--- config.mk ---
export PLATFORM = sky130hd
export DESIGN_NAME = ram_io_ctrl_flat
export DESIGN_NICKNAME = d
export VERILOG_FILES = /design/src/rtl/ram_io_pkg.sv /design/src/rtl/ram_io_ctrl_if.sv /design/src/rtl/ram_io_core.sv /design/src/rtl/ram_io_ctrl.sv /design/src/flat_wrapper.sv
export SDC_FILE = /design/constraint.sdc
export NUM_CORES = 1
export LEC_CHECK = 0
export CAP_MARGIN = 25
export CELL_PAD_IN_SITES_DETAIL_PLACEMENT = 0
export CELL_PAD_IN_SITES_GLOBAL_PLACEMENT = 2
export CORE_ASPECT_RATIO = 0.75
export CORE_MARGIN = 3
export CORE_UTILIZATION = 30
export DETAILED_ROUTE_END_ITERATION = 12
export PLACE_DENSITY = 0.61
export SYNTH_ARGS = -nofsm -noshare
export SYNTH_HDL_FRONTEND = slang
export SYNTH_SLANG_ARGS = --single-unit
--- constraint.sdc ---
create_clock -name CLK -period 3.5 [get_ports CLK]
set_clock_uncertainty 0.05 [all_clocks]
set_input_delay 0.875 -clock CLK [delete_from_list [all_inputs] [get_ports CLK]]
set_output_delay 0.875 -clock CLK [all_outputs]
set_load 0.02 [all_outputs]
--- src/rtl/ram_io_pkg.sv ---
// Shared defaults, FSM/region types and helpers for the RAM + memory-mapped I/O controller.
package ram_io_pkg;

    localparam int unsigned DEF_DATA_W     = 16;
    localparam int unsigned DEF_ADDR_W     = 16;
    localparam int unsigned DEF_DEPTH      = 64;
    localparam int unsigned DEF_IO_BASE    = 64;
    localparam int unsigned DEF_IO_OUT_NUM = 2;
    localparam int unsigned DEF_IO_IN_NUM  = 2;

    typedef enum logic {
        CLEAR,
        RUN
    } state_e;

    typedef enum logic [1:0] {
        REG_RAM,
        REG_IO_OUT,
        REG_IO_IN,
        REG_NONE
    } region_e;

    // Index width for an array of n entries, never zero.
    function automatic int unsigned addr_bits(input int unsigned n);
        return (n > 1) ? $clog2(n) : 1;
    endfunction

endpackage

--- src/rtl/ram_io_ctrl_if.sv ---
// Load/store request/response bus between the execute/write-back stage and ram_io_ctrl.
interface ram_io_ctrl_if
    import ram_io_pkg::*;
#(
    parameter int unsigned DATA_W = DEF_DATA_W,
    parameter int unsigned ADDR_W = DEF_ADDR_W
);
    logic              RAM_REQ;
    logic              RAM_WEN;
    logic [ADDR_W-1:0] RAM_ADDR;
    logic [DATA_W-1:0] RAM_IN;
    logic [DATA_W-1:0] RAM_OUT;
    logic              RAM_ACK;
    logic              RAM_ERR;
    logic              RAM_BUSY;

    modport master (
        output RAM_REQ, RAM_WEN, RAM_ADDR, RAM_IN,
        input  RAM_OUT, RAM_ACK, RAM_ERR, RAM_BUSY
    );

    modport slave (
        input  RAM_REQ, RAM_WEN, RAM_ADDR, RAM_IN,
        output RAM_OUT, RAM_ACK, RAM_ERR, RAM_BUSY
    );
endinterface

--- src/rtl/ram_io_core.sv ---
// Single-port synchronous RAM array with registered read; kept separate so a vendor macro can replace it.
module ram_io_core
    import ram_io_pkg::*;
#(
    parameter int unsigned DATA_W = DEF_DATA_W,
    parameter int unsigned DEPTH  = DEF_DEPTH,
    parameter int unsigned AW     = addr_bits(DEPTH)
) (
    input  logic              CLK,
    input  logic              we,
    input  logic              re,
    input  logic [AW-1:0]     addr,
    input  logic [DATA_W-1:0] wdata,
    output logic [DATA_W-1:0] rdata
);
    logic [DATA_W-1:0] mem [DEPTH];

    // rdata only moves on a read so the controller can hold it across writes.
    always_ff @(posedge CLK) begin
        if (we) begin
            mem[addr] <= wdata;
        end else if (re) begin
            rdata <= mem[addr];
        end
    end
endmodule

--- src/rtl/ram_io_ctrl.sv ---
// Single-clock data RAM with a memory-mapped I/O window and registered, acknowledged responses.
// Optional post-reset RAM clear sequencer enabled by defining RAM_CLEAR_EN.
module ram_io_ctrl
    import ram_io_pkg::*;
#(
    parameter int unsigned DATA_W     = DEF_DATA_W,
    parameter int unsigned ADDR_W     = DEF_ADDR_W,
    parameter int unsigned DEPTH      = DEF_DEPTH,
    parameter int unsigned IO_BASE    = DEF_IO_BASE,
    parameter int unsigned IO_OUT_NUM = DEF_IO_OUT_NUM,
    parameter int unsigned IO_IN_NUM  = DEF_IO_IN_NUM
) (
    input  logic                         CLK,
    input  logic                         RST,
    ram_io_ctrl_if.slave                 bus,
    input  logic [IO_IN_NUM*DATA_W-1:0]  IO_IN,
    output logic [IO_OUT_NUM*DATA_W-1:0] IO_OUT
);
    localparam int unsigned AX_W   = ADDR_W + 1;
    localparam int unsigned RAM_AW = addr_bits(DEPTH);

    logic [AX_W-1:0]             addr_x;
    logic [IO_OUT_NUM-1:0]       out_hit;
    logic [IO_IN_NUM-1:0]        in_hit;
    region_e                     region;
    logic [DATA_W-1:0]           io_rd_val;
    logic [IO_IN_NUM*DATA_W-1:0] io_in_q;
    logic                        busy;
    logic                        acc;
    logic                        clr_we;
    logic [RAM_AW-1:0]           clr_addr;
    logic                        core_we;
    logic                        core_re;
    logic [RAM_AW-1:0]           core_addr;
    logic [DATA_W-1:0]           core_wdata;
    logic [DATA_W-1:0]           core_rdata;
    logic                        ack_q;
    logic                        err_q;
    logic                        ram_sel_q;
    logic [DATA_W-1:0]           io_data_q;

    // Zero-extended so region bounds compare over the full address with no wrap.
    assign addr_x = {1'b0, bus.RAM_ADDR};

    always_comb begin
        out_hit   = '0;
        in_hit    = '0;
        io_rd_val = '0;
        for (int k = 0; k < IO_OUT_NUM; k++) begin
            out_hit[k] = (addr_x == AX_W'(IO_BASE + k));
            if (out_hit[k]) io_rd_val = io_rd_val | IO_OUT[k*DATA_W +: DATA_W];
        end
        for (int k = 0; k < IO_IN_NUM; k++) begin
            in_hit[k] = (addr_x == AX_W'(IO_BASE + IO_OUT_NUM + k));
            if (in_hit[k]) io_rd_val = io_rd_val | io_in_q[k*DATA_W +: DATA_W];
        end
        if (addr_x < AX_W'(DEPTH))  region = REG_RAM;
        else if (|out_hit)          region = REG_IO_OUT;
        else if (|in_hit)           region = REG_IO_IN;
        else                        region = REG_NONE;
    end

`ifdef RAM_CLEAR_EN
    state_e            state;
    state_e            state_nx;
    logic [RAM_AW-1:0] cnt;
    logic [RAM_AW-1:0] cnt_nx;
    logic              busy_q;

    always_ff @(posedge CLK) begin
        if (RST) begin
            state  <= CLEAR;
            cnt    <= '0;
            busy_q <= 1'b1;
        end else begin
            state  <= state_nx;
            cnt    <= cnt_nx;
            busy_q <= (state_nx == CLEAR);
        end
    end

    // One zero word per cycle until the last RAM word, then release the CPU.
    always_comb begin
        state_nx = state;
        cnt_nx   = cnt;
        clr_we   = 1'b0;
        case (state)
            CLEAR: begin
                clr_we = 1'b1;
                if (cnt == RAM_AW'(DEPTH - 1)) state_nx = RUN;
                else                           cnt_nx   = cnt + RAM_AW'(1);
            end
            RUN:     ;
            default: state_nx = CLEAR;
        endcase
    end

    assign clr_addr = cnt;
    assign busy     = busy_q;
`else
    assign clr_we   = 1'b0;
    assign clr_addr = '0;
    assign busy     = 1'b0;
`endif

    assign acc        = bus.RAM_REQ && !busy;
    assign core_we    = !RST && (clr_we || (acc && bus.RAM_WEN && region == REG_RAM));
    assign core_re    = !RST && acc && !bus.RAM_WEN && region == REG_RAM;
    assign core_addr  = clr_we ? clr_addr : bus.RAM_ADDR[RAM_AW-1:0];
    assign core_wdata = clr_we ? '0 : bus.RAM_IN;

    ram_io_core #(
        .DATA_W (DATA_W),
        .DEPTH  (DEPTH),
        .AW     (RAM_AW)
    ) u_core (
        .CLK   (CLK),
        .we    (core_we),
        .re    (core_re),
        .addr  (core_addr),
        .wdata (core_wdata),
        .rdata (core_rdata)
    );

    always_ff @(posedge CLK) begin
        io_in_q <= IO_IN;
    end

    // Response registers; RAM_OUT keeps the last read source so writes leave it unchanged.
    always_ff @(posedge CLK) begin
        if (RST) begin
            ack_q     <= 1'b0;
            err_q     <= 1'b0;
            ram_sel_q <= 1'b0;
            io_data_q <= '0;
            IO_OUT    <= '0;
        end else begin
            ack_q <= acc;
            err_q <= acc && ((region == REG_NONE) || (region == REG_IO_IN && bus.RAM_WEN));
            if (acc && !bus.RAM_WEN) begin
                ram_sel_q <= (region == REG_RAM);
                io_data_q <= io_rd_val;
            end
            if (acc && bus.RAM_WEN) begin
                for (int k = 0; k < IO_OUT_NUM; k++) begin
                    if (out_hit[k]) IO_OUT[k*DATA_W +: DATA_W] <= bus.RAM_IN;
                end
            end
        end
    end

    assign bus.RAM_OUT  = ram_sel_q ? core_rdata : io_data_q;
    assign bus.RAM_ACK  = ack_q;
    assign bus.RAM_ERR  = err_q;
    assign bus.RAM_BUSY = busy;
endmodule
--- src/flat_wrapper.sv ---
// flat-port wrapper written by rule: the top's interface ports become plain ports
module ram_io_ctrl_flat import ram_io_pkg::*;
#(
    parameter int unsigned DATA_W     = DEF_DATA_W,
    parameter int unsigned ADDR_W     = DEF_ADDR_W,
    parameter int unsigned DEPTH      = DEF_DEPTH,
    parameter int unsigned IO_BASE    = DEF_IO_BASE,
    parameter int unsigned IO_OUT_NUM = DEF_IO_OUT_NUM,
    parameter int unsigned IO_IN_NUM  = DEF_IO_IN_NUM
)
  (CLK, RST, IO_IN, IO_OUT, bus_RAM_REQ, bus_RAM_WEN, bus_RAM_ADDR, bus_RAM_IN, bus_RAM_OUT, bus_RAM_ACK, bus_RAM_ERR, bus_RAM_BUSY);
  ram_io_ctrl_if #(.DATA_W(DATA_W), .ADDR_W(ADDR_W)) bus_i ();
  input  logic CLK;
  input  logic RST;
  input  logic [IO_IN_NUM*DATA_W-1:0] IO_IN;
  output logic [IO_OUT_NUM*DATA_W-1:0] IO_OUT;
  input wire logic [$bits(bus_i.RAM_REQ)-1:0] bus_RAM_REQ;
  input wire logic [$bits(bus_i.RAM_WEN)-1:0] bus_RAM_WEN;
  input wire logic [$bits(bus_i.RAM_ADDR)-1:0] bus_RAM_ADDR;
  input wire logic [$bits(bus_i.RAM_IN)-1:0] bus_RAM_IN;
  output wire logic [$bits(bus_i.RAM_OUT)-1:0] bus_RAM_OUT;
  output wire logic [$bits(bus_i.RAM_ACK)-1:0] bus_RAM_ACK;
  output wire logic [$bits(bus_i.RAM_ERR)-1:0] bus_RAM_ERR;
  output wire logic [$bits(bus_i.RAM_BUSY)-1:0] bus_RAM_BUSY;
  assign bus_i.RAM_REQ = bus_RAM_REQ;
  assign bus_i.RAM_WEN = bus_RAM_WEN;
  assign bus_i.RAM_ADDR = bus_RAM_ADDR;
  assign bus_i.RAM_IN = bus_RAM_IN;
  assign bus_RAM_OUT = bus_i.RAM_OUT;
  assign bus_RAM_ACK = bus_i.RAM_ACK;
  assign bus_RAM_ERR = bus_i.RAM_ERR;
  assign bus_RAM_BUSY = bus_i.RAM_BUSY;
  ram_io_ctrl #(.DATA_W(DATA_W), .ADDR_W(ADDR_W), .DEPTH(DEPTH), .IO_BASE(IO_BASE), .IO_OUT_NUM(IO_OUT_NUM), .IO_IN_NUM(IO_IN_NUM)) u_core (.CLK(CLK), .RST(RST), .bus(bus_i), .IO_IN(IO_IN), .IO_OUT(IO_OUT));
endmodule
### Word-level counts from Yosys, hierarchy flattened

Memories as Yosys holds them, arrays and structs flattened. A register that Yosys moved wholly into a read port is not among the register bits.
Index checks and enable logic that the tools add are counted.

| storage, ports and cells | value |
|---|---|
| output and inout bits | 51 |
| bits in writable memories | 1024 |
| flip-flop bits (word level) | 83 |
| input port bits | 68 |
| logic and storage cells | 47 |
| memories kept | 1 |

Memories:

| name | depth | width | read ports | clocked after Yosys merged registers in | write ports | RTL line | source |
|---|---|---|---|---|---|---|---|
| u_core.u_core.mem | 64 | 16 | 1 | 1 | 1 | ram_io_core.sv:16 | `logic [DATA_W-1:0] mem [DEPTH];` |

| operators by class | value |
|---|---|
| mux-type cells | 10 |
| reduce and logical (&&, ||, !) cells | 18 |
| bitwise operators | 4 |
| eq/ne operators | 6 |
| $lt $le $gt $ge | 1 |

Operators with widths:

| cell | number |
|---|---|
| 16-bit 2-to-1 mux | 5 |
| 16-bit by 7-bit equality test with 1-bit output, second input constant | 4 |
| 16-bit OR | 3 |
| 16-bit by 7-bit < comparator with 1-bit output, second input constant | 1 |
| 1-bit logical AND | 9 |
| 2-bit AND reduction | 3 |
| 2-bit equality test, second input constant | 2 |
| 2-bit 2-to-1 mux | 2 |
| 2-bit OR reduction | 2 |
| 1-bit 2-to-1 mux | 3 |
| 1-bit logical NOT | 2 |
| 2-bit logical NOT | 1 |
| 1-bit logical OR | 1 |
| 1-bit inverter | 1 |

### Depth between registers and ports, before layout

Gate-level depths: netlist (run 1).

| depth | value |
|---|---|
| depth in word-level cells | 10 |
| depth in mapped cells | 10 |
| depth with buffers taken out | 5 |

### Modules after synthesis

A second synthesis (run 1) with hierarchy kept.

| unflattened totals | value |
|---|---|
| cell total of the unflattened synthesis | 2418 |
| area total of the unflattened synthesis | 43197.7 µm² |

By module, submodules not included:

| module | sequential area each (µm²) | area an instance (µm²) | cells each | times used |
|---|---|---|---|---|
| ram_io_core | 31230.0 | 40040.9 | 2138 | 1 |
| ram_io_ctrl | 1661.6 | 3156.8 | 280 | 1 |

### Worst setup path after synthesis (run 1)

Ideal clock, no wire load.

| timing path | value |
|---|---|
| kind | input to register |
| start | input port bus_RAM_ADDR[13] |
| end | register u_core.u_core.rdata[0], read port of u_core.u_core.mem (enable) |
| stages | 3 |
| arrival | 3.114 ns |
| data required time | 3.020 ns |
| buffers on the path | 0 |
| slack | -0.095 ns |
| setup time | 0.430 ns |
| cell sequence | nor4_1 nand3_1 nor4_1 |

| between the ends | value |
|---|---|
| longest elaborated chain between the ends | 10 |
| elaborated cells between the ends (all ways) | 16 |
| classes of those cells | 1 x order compare; 4 x eq/ne; 3 x mux; 1 x bitwise; 7 x reduce/logical |

RTL lines:

| element | RTL line | source |
|---|---|---|
| from (decl) | flat_wrapper.sv:19 | `input wire logic [$bits(bus_i.RAM_ADDR)-1:0] bus_RAM_ADDR;` |
| parallel branches: the longest is 4 deep, another holds 16-bit by 7-bit < comparator with 1-bit output | - |  |
| 2-bit 2-to-1 mux (*) | ram_io_ctrl.sv:57 | `if (addr_x < AX_W'(DEPTH)) region = REG_RAM;` |
| 2-bit logical NOT (*) | ram_io_ctrl.sv:107, ram_io_ctrl.sv:108 |  |
| 1-bit logical AND (2 in a row) | ram_io_ctrl.sv:107 | `assign core_we = !RST && (clr_we \|\| (acc && bus.RAM_WEN && region == REG_RAM));` |
| 1-bit inverter (no line) | - |  |
| 2-bit AND reduction (no line) (*) | - |  |
| to (decl) | ram_io_core.sv:14 | `output logic [DATA_W-1:0] rdata` |

Every way passes the cells marked *.
A chain may end at the register's enable or synchronous reset.

### Worst setup path after layout (run 1)

| timing path | value |
|---|---|
| start | register u_core.ram_sel_q |
| end | output port bus_RAM_OUT[0] |

| between the ends | value |
|---|---|
| longest elaborated chain between the ends | 1 |

RTL lines:

| element | RTL line | source |
|---|---|---|
| from (decl) | ram_io_ctrl.sv:39 | `logic ram_sel_q;` |
| from (signal assigned) | ram_io_ctrl.sv:141 | `ram_sel_q <= (region == REG_RAM);` |
| 16-bit 2-to-1 mux | ram_io_ctrl.sv:152 | `assign bus.RAM_OUT = ram_sel_q ? core_rdata : io_data_q;` |
| to (decl) | flat_wrapper.sv:21 | `output wire logic [$bits(bus_i.RAM_OUT)-1:0] bus_RAM_OUT;` |

No other way between the ends.

==> results.json, run 1 <==
{
  "ctsHoldBuffers": 0,
  "yosysSeqAreaShare": 0.761,
  "antenna_found_initial": 10,
  "clk_pin_slew_worst_paths_ns": 0.06,
  "min_from": "RST",
  "seq_area_sq_um": 32900,
  "yosysMostFrequentCell": "edfxtp_1",
  "status": "finished, final reports clean",
  "drc_errors": 0,
  "grt_use_met2": 0.253,
  "layout_min_cycle_time_ns": 3.17,
  "post-cts-setup-buffers": 0,
  "cp_slowest_cell": "clkdlybuf4s50_1",
  "use_met1": 0.284,
  "initial_core_util": 0.305,
  "syn-cell-area_sq_um": 43200,
  "synth-main-ff-cell": "edfxtp_1",
  "area_growth_pct": 22.8,
  "track_usage": 0.178,
  "synth_top_area_cell": "edfxtp_1",
  "synth.distinct_cells": 61,
  "start_kind": "flop",
  "final-max-slew-violation-count": 0,
  "p_per_area_nw_per_um2": 522,
  "drt_wl_total_um": 135000,
  "muxShareOfSynthArea": 0.133,
  "port_buffers": 117,
  "syn_area_per_cell_sq_um": 18.4,
  "cts_max_level": 3,
  "total_power_mw": 27.7,
  "fp.coreArea_sq_um": 142000,
  "synth_top_area_share": 0.722,
  "finalCritPeriodShare": 0.906,
  "grt_overflow": 0,
  "synth_fa_ha_area_frac": 0,
  "grt_pass1_wl_um": 189000,
  "gp_congestion": 0.819,
  "p_leak_nw": 17.3,
  "drt_first_iter_violations": 2716,
  "worstSetupPathType": "flop to output pin",
  "tns_ns": 0,
  "cp_max_fo": 17,
  "cts_made_buffers": 106,
  "cp_cell_sequence": "buf_4 > mux2_2 > clkdlybuf4s50_1",
  "synth.area.top_cells": "edfxtp_1, mux4_2, mux2i_1",
  "dieHeight_um": 335,
  "num_rows": 119,
  "drive_gt1_frac": 0.252,
  "relSlewSlack": 0.337,
  "finalSetupViolations": 0,
  "synth-compound-area-share": 0.0529,
  "grt_start_max_net_pins": 67,
  "critPathMaxStageDelay_ns": 0.58,
  "whs_ns": 0.300,
  "synth_top_family_by_area": "multiplexers",
  "vias": 24400,
  "die_w_um": 444,
  "fmax_mhz": 315,
  "ys_seq_elements": 1123,
  "pin_count": 119,
  "grt-busiest-layer": "met1",
  "crit_start": "u_core.ram_sel_q",
  "r2r_start": "u_core.u_core.mem[17][8]",
  "hpwl_um": 88600,
  "synthXorXnorAreaFrac": 0,
  "tightest_slew_ns": 0.995,
  "grt_use_met3": 0.0339,
  "netlist_instances": 2348,
  "maxCapViolations": 0,
  "clock-sinks": 1123,
  "required_ns": 2.57,
  "crit_path_end_kind": "output pin",
  "via_per_inst": 5.19,
  "ir_worst_vdd_mv": 0.412,
  "yosys_warnings": 0,
  "cts_root_buf": "clkbuf_16",
  "fin_nets": 2800,
  "dr.pass1.iters": 5,
  "wire_per_inst_um": 28.6,
  "dieArea_sq_um": 149000,
  "n_fill_cell": 13000,
  "cts_tree": "built",
  "synth_common_cells": "edfxtp_1, mux2i_1, nor2_1, mux4_2, mux2_2",
  "async_flop_share": 0,
  "clk-insertion-delay-late_ns": 0.72,
  "clockBufferDepth": 3,
  "multi_input_area_sq_um": 9640,
  "cts-resized-gates": 0,
  "crit_arrival_ns": 2.24,
  "hold_viol": 0,
  "grt_pass1_vias": 24100,
  "synth_nets": 2416,
  "synth-edff-count": 1040,
  "hold_class": "input port to flop",
  "synthSimpleGateAreaFrac": 0.0352,
  "fin_util": 0.375,
  "postRouteAntennaNets": 0,
  "rsz0062_at_grt": "no"
}
## final cells by class
class / count / area share
multi-input combinational: 1074 / 0.182
antenna: 7 / 0.000330
clock buffer: 129 / 0.0524
timing repair buffer: 423 / 0.0902
inverter: 4 / 0.000283
sequential: 1123 / 0.620
tap: 1875 / 0.0442
clock inverter: 67 / 0.0113
## path summary, 6_finish.rpt
kind	to	slack, ns	depth (start not counted)
setup reg to reg	u_core.u_core.rdata[8]	1.05	6
hold reg to reg	u_core.io_data_q[3]	0.40	2
hold / removal	u_core.bus.RAM_ACK	0.30	2
setup / recovery	bus_RAM_OUT[0]	0.33	3
## placed cells by master, fill, tap and decap left out, types with 6 or more instances in the layout
master           Yosys  final
a22o_1               9      9
nor3_1               6      6
or3_1                6      6
nor2_1             130    129
clkbuf_16            0    107
a211oi_1            25     25
o221ai_1            22     22
a31oi_1              7      7
dfxtp_1             83     83
edfxtp_1          1040   1040
nor2b_1             12     10
a21oi_1             60     60
clkinv_2             0     20
and3_1               8      8
o211ai_1            10     10
o21ai_0             53     53
diode_2              0      7
mux2i_1            210    210
mux2_2              86     86
buf_12               0    112
clkinv_1             1     25
nand2_1             60     59
buf_2               35     17
a22oi_1             71     71
clkdlybuf4s50_1      0     97
a221oi_1             7      7
buf_4               26    195
o22ai_1             50     50
bufinv_16            0      9
nand3_1             45     45
nor4_1              11      9
nand4_1             10     10
mux4_2             117    117
clkbuf_1            66     19
## worst max-delay path, delay by kind of cell (launching register included)
kind,cells,cell delay (ns)
flops,1,0.31
mux,1,0.37
buf+inv,2,0.85
## state kept, by name (all words and copies together) (netlist names)
name                 count
u_core.bus.RAM_ERR       1
u_core.bus.RAM_ACK       1
u_core.u_core.mem     1024
u_core.IO_OUT           32
u_core.io_in_q          32
u_core.u_core.rdata     16
u_core.io_data_q        16
u_core.ram_sel_q         1
## logic make-up after synthesis
| kind of cell | Yosys count |
|---|---|
| and+or+nand+nor | 317 |
| other | 1 |
| muxes | 415 |
| buffers and inverters | 151 |
| DFF | 1123 |
| AOI/OAI and AO/OA | 341 |
## per-stage QoR
stage	instances	setup slack (ns)	instance area, sq um
6_report	4702	0.330	53100
5_1_grt	4697	0.220	53100
4_1_cts	4694	0.250	53100
3_5_place_dp	4498	-0.360	49700
3_3_place_gp	4496	-1.47	49600
2_1_floorplan	2348	0.158	43300
## report_power, final
part	switching, mW	internal (mW)
Combinational	1.01	0.612
Sequential	0.00540	14.7
Clock	5.11	6.32
Total	6.12	21.6
## metal layers
metal / part of all wire / wire [um] / vias to the layer above
li1: - / - / 10300
met3: 0.072 / 9690 / 123
met5: 0 / 0 / -
met2: 0.42 / 57100 / 897
met4: 0.014 / 1840 / 0
met1: 0.49 / 65900 / 13100
(Power assumes the default switching activity.)
==> run 2: changes to the inputs <==
- RECOVER_POWER: not set -> 100
==> run 2 against run 1 <==
The run now ends with max-capacitance violations, max-slew violations left. Cell area fell by 1.8%. Setup slack got worse by 0.18 ns. Die area did not move. Critical path type is now input port to flop.
==> results.json, run 2 (same netlist as run 1, synthesis figures left out) <==
{
  "cp_max_fo": 15,
  "largest_reg_flops": 1024,
  "vias": 24400,
  "violations": "max-capacitance violations, max-slew violations",
  "required_ns": 4.09,
  "top_regs": "u_core.u_core.mem: 1024 flops, u_core.IO_OUT: 32 flops, u_core.io_in_q: 32 flops",
  "dr.pass1.iters": 8,
  "crit_end": "u_core.io_data_q[5]",
  "fmax_mhz": 298,
  "grt_pass1_vias": 24100,
  "drive_gt1_frac": 0.221,
  "hold_viol": 0,
  "power_frac_comb": 0.057,
  "grt_start_max_net_pins": 67,
  "grt_overflow": 0,
  "drc_errors": 0,
  "power.switching_mw": 6.13,
  "rsz0062_at_grt": "no",
  "r2r_start": "u_core.u_core.mem[19][8]",
  "die_w_um": 444,
  "area_growth_pct": 20.5,
  "hold_class": "input port to flop",
  "gp_congestion": 0.819,
  "r2r-end": "u_core.u_core.rdata[8]",
  "largest_register": "u_core.u_core.mem",
  "status": "finished with violations",
  "place_ws_ns": -0.360,
  "wire_per_inst_um": 28.7,
  "p_leak_nw": 17.5,
  "cts_tree": "built",
  "ctsHoldBuffers": 0,
  "ir_worst_vdd_mv": 0.412,
  "drt_first_iter_violations": 2684,
  "crit_start": "bus_RAM_ADDR[3]",
  "cts_made_buffers": 106,
  "cts_root_buf": "clkbuf_16",
  "tns_ns": 0,
  "layout_min_cycle_time_ns": 3.35,
  "start_kind": "input port",
  "drt_wl_total_um": 135000,
  "fin_nets": 2800,
  "internal_power_mw": 21.6,
  "ff2ff_path_depth": 6,
  "grt_pass1_wl_um": 189000,
  "hpwl_um": 88600,
  "clk_pin_slew_worst_paths_ns": 0.06,
  "crit_path_end_kind": "flop",
  "worstSetupPathType": "input port to flop",
  "clockBufferDepth": 3,
  "cts-resized-gates": 0,
  "port_buffers": 117,
  "via_per_inst": 5.19,
  "num_rows": 119,
  "clk-insertion-delay-late_ns": 0.72,
  "fp.coreArea_sq_um": 142000,
  "seq_power_share": 0.530,
  "dieHeight_um": 335,
  "pin_count": 119,
  "tightest_slew_ns": 2.24,
  "finalSetupViolations": 0,
  "dieArea_sq_um": 149000,
  "crit_arrival_ns": 3.94,
  "relSlewSlack": -0.494,
  "total_power_mw": 27.7,
  "track_usage": 0.178,
  "cts_max_level": 3,
  "regToRegSetupSlack_ns": 0.89,
  "postRouteAntennaNets": 0,
  "initial_core_util": 0.305,
  "maxCapViolations": 15,
  "layout_commonest_cell": "edfxtp_1",
  "most-common-layout-cells": "edfxtp_1, mux2i_1, buf_4, nor2_1, mux4_2",
  "switching_share": 0.221,
  "post-cts-setup-buffers": 0,
  "worst_slack_ns": 0.146,
  "holdPathStages": 2,
  "p_per_area_nw_per_um2": 531,
  "antenna_found_initial": 10,
  "final-max-slew-violation-count": 602,
  "clock_power_share": 0.413,
  "clock-sinks": 1123,
  "finalCritPeriodShare": 0.958
}
==> run 2: routing by layer <==
metal,share of wire,up-vias,track usage
met5,0,-,0
met3,0.079,128,0.0339
met4,0.014,0,0.0306
met2,0.43,939,0.253
met1,0.48,13100,0.284
li1,-,10300,-
==> run 2: metrics by stage <==
stage,area [sq um],std cells,hold WS (ns),util
global placement,49600,4496,0.390,0.350
floorplan,43300,2348,0.379,-
detailed placement,49700,4498,0.397,0.350
global route,52100,4697,0.275,0.368
finish,52100,4699,0.301,0.368
CTS,53100,4694,0.245,0.374
==> run 2: worst min path at each step <==
| stage | from | to | slack [ns] |
|---|---|---|---|
| detailed placement | u_core.io_data_q[3] | u_core.io_data_q[3] | 0.40 |
| global route | RST | u_core.bus.RAM_ACK | 0.28 |
| finish | RST | u_core.bus.RAM_ACK | 0.30 |
| floorplan | u_core.io_data_q[0] | u_core.io_data_q[0] | 0.38 |
| global placement | u_core.io_data_q[6] | u_core.io_data_q[6] | 0.39 |
| CTS | RST | u_core.bus.RAM_ACK | 0.25 |
==> run 2: power by group through the flow <==
stage | Sequential, mW | Clock, mW | Combinational [mW]
after global placement | 15.0 | 0 | 1.60
final | 14.7 | 11.4 | 1.58
after floorplan | 15.0 | 0 | 0.662
after CTS | 14.7 | 11.7 | 1.63
after global routing | 14.7 | 12.2 | 1.66
after detailed placement | 15.0 | 0 | 1.62
==> run 2: layout make-up <==
class,instances,area (sq um)
fillers,13200,89600
multi-input cells,1074,9620
repair buffers,423,3860
well taps,1875,2350
clock buffers,129,2780
flip-flops and latches,1123,32900
inverters,4,15.0
diodes,4,10.0
clock inverters,67,602
==> run 2: worst max-delay path: stages <==
cell and delay (ns):
dlygate4sd3_1 0.57, buf_12 0.17, nor3_4 0.17, clkbuf_1 0.69
nand3_1 0.39, nor2_1 0.34, buf_4 0.27, nand3_1 0.23
a21oi_1 0.21
==> run 3: changes to the inputs <==
- CORE_MARGIN: 3 -> 8
- CORE_UTILIZATION: 30 -> 43
- PLACE_DENSITY: 0.61 -> 0.8
==> run 3 against run 2 <==
The flow finishes with violations (max-capacitance violations, max-slew violations, negative setup slack). Count of clock-buffer cells in the layout up 3. Sequential power about the same. Final cell count down 12%. Sequential share of layout area up 1.8 points. Total power down 1.4%. Non-clock buffer count down 19. Sequential cell count unchanged. Register-to-register slack worse by 0.20 ns.
==> results.json, run 3 (same netlist as run 1, synthesis figures left out) <==
{
  "whs_ns": 0.319,
  "status": "finished with violations",
  "port_buffers": 117,
  "placedCellCount": 3930,
  "hold_viol": 0,
  "layout_min_cycle_time_ns": 3.51,
  "postRouteAntennaNets": 0,
  "die_w_um": 382,
  "cp_cell_sequence": "clkbuf_1 > clkbuf_1",
  "grt_pass1_vias": 24100,
  "largest_reg_flops": 1024,
  "cts_root_buf": "clkbuf_16",
  "layout_commonest_cell": "edfxtp_1",
  "cts_made_buffers": 103,
  "most-common-layout-cells": "edfxtp_1, mux2i_1, buf_4, nor2_1, mux4_2",
  "clk-insertion-delay-late_ns": 0.69,
  "cts_tree": "built",
  "required_ns": 3.59,
  "finalNonFillerCells": 4125,
  "drt_first_iter_violations": 2664,
  "fp.coreArea_sq_um": 99500,
  "p_leak_nw": 16.8,
  "grt_pass1_wl_um": 173000,
  "wire_per_inst_um": 29.4,
  "finalSetupViolations": 7,
  "rsz0062_at_grt": "no",
  "cts_max_level": 3,
  "maxCapViolations": 16,
  "drt_wl_total_um": 121000,
  "path_common_cell": "clkbuf_1",
  "crit_path_end_kind": "flop",
  "cp_max_fo": 42,
  "tightest_slew_ns": 2.31,
  "dieArea_sq_um": 111000,
  "drive_gt1_frac": 0.219,
  "hpwl_um": 78000,
  "clockBufferDepth": 3,
  "gp_congestion": 0.854,
  "antenna_found_initial": 9,
  "dr.pass1.iters": 5,
  "violations": "max-capacitance violations, max-slew violations, negative setup slack",
  "fmax_mhz": 285,
  "num_rows": 100,
  "relSlewSlack": -0.539,
  "grt_overflow": 0,
  "largest_register": "u_core.u_core.mem",
  "finalCritPeriodShare": 1.00,
  "grt_start_max_net_pins": 67,
  "cts-resized-gates": 0,
  "dieHeight_um": 291,
  "via_per_inst": 5.86,
  "vias": 24200,
  "initial_core_util": 0.435,
  "worst_slack_ns": -0.0103,
  "track_usage": 0.213,
  "final-max-slew-violation-count": 689,
  "pin_count": 119,
  "clock-sinks": 1123,
  "ir_worst_vdd_mv": 0.385,
  "crit_arrival_ns": 3.60,
  "fin_nets": 2778,
  "crit_buf_inv": 2,
  "start_kind": "input port",
  "path_delay_family": "buffers and inverters",
  "p_per_area_nw_per_um2": 539,
  "top_regs": "u_core.u_core.mem: 1024 flops, u_core.IO_OUT: 32 flops, u_core.io_in_q: 32 flops",
  "hold_class": "input port to flop",
  "post-cts-setup-buffers": 0,
  "critPathMaxStageDelay_ns": 1.71,
  "cp_slowest_cell": "clkbuf_1",
  "clk_pin_slew_worst_paths_ns": 0.06,
  "ctsHoldBuffers": 0,
  "drc_errors": 0,
  "area_growth_pct": 17.2,
  "worstSetupPathType": "input port to flop"
}
[run 3: changes by cell type in the layout (fill, tap and decap cells not counted), moves of 6 or more]
cell             before  now
dlygate4sd3_1        83   75
clkbuf_4              2    8
buf_12               48   29
clkbuf_1             79   85
clkdlybuf4s50_1      14   22
clkbuf_2             29   61
buf_4               156  137
dlymetal6s2s_1       23    0
[run 3: final cells by class]
| cell class | instances | area (sq um) |
|---|---|---|
| antenna | 4 | 10.0 |
| clock buffer | 132 | 2820 |
| clock inverter | 58 | 482 |
| fill | 7972 | 48800 |
| inverter | 4 | 15.0 |
| multi-input combinational | 1074 | 9570 |
| sequential | 1123 | 32900 |
| tap | 1326 | 1660 |
| timing repair buffer | 404 | 3250 |
[run 3: final timing paths]
path | startpoint | end | slack (ns) | depth (start not counted)
worst min register to register | u_core.io_data_q[0] | u_core.io_data_q[0] | 0.40 | 2
worst min-delay path | RST | u_core.bus.RAM_ACK | 0.32 | 2
worst max register to register | u_core.u_core.mem[20][4] | u_core.u_core.rdata[4] | 0.69 | 5
worst max-delay path | bus_RAM_IN[4] | u_core.u_core.mem[42][4] | -0.01 | 2
[run 3: routing by layer]
metal | up-vias | GRT usage | part of all wire
li1 | 10200 | - | -
met1 | 12600 | 0.312 | 0.44
met2 | 1201 | 0.305 | 0.43
met3 | 158 | 0.0724 | 0.11
met4 | 4 | 0.0506 | 0.021
met5 | - | 0 | 0.00021
[run 3: per-stage QoR]
step                total power [mW]  utilization  instance area (sq um)  setup slack, ns  setup TNS (ns)
finish                          27.3        0.510                  50700          -0.0103         -0.0307
global route                    28.0        0.510                  50700           0.0323               0
CTS                             27.5        0.522                  51900           0.0838               0
detailed placement              16.5        0.489                  48600           -0.450           -3.29
global placement                16.4        0.489                  48600           -0.395           -1.07
floorplan                       15.6            -                  43300            0.158               0
[run 3: where the power goes]
group          internal (mW)  switching, mW  leakage (nW)
combinational          0.538          0.941          5.11
clock                   6.22           4.92          1.63
sequential              14.7        0.00611          10.0
total                   21.4           5.87          16.8
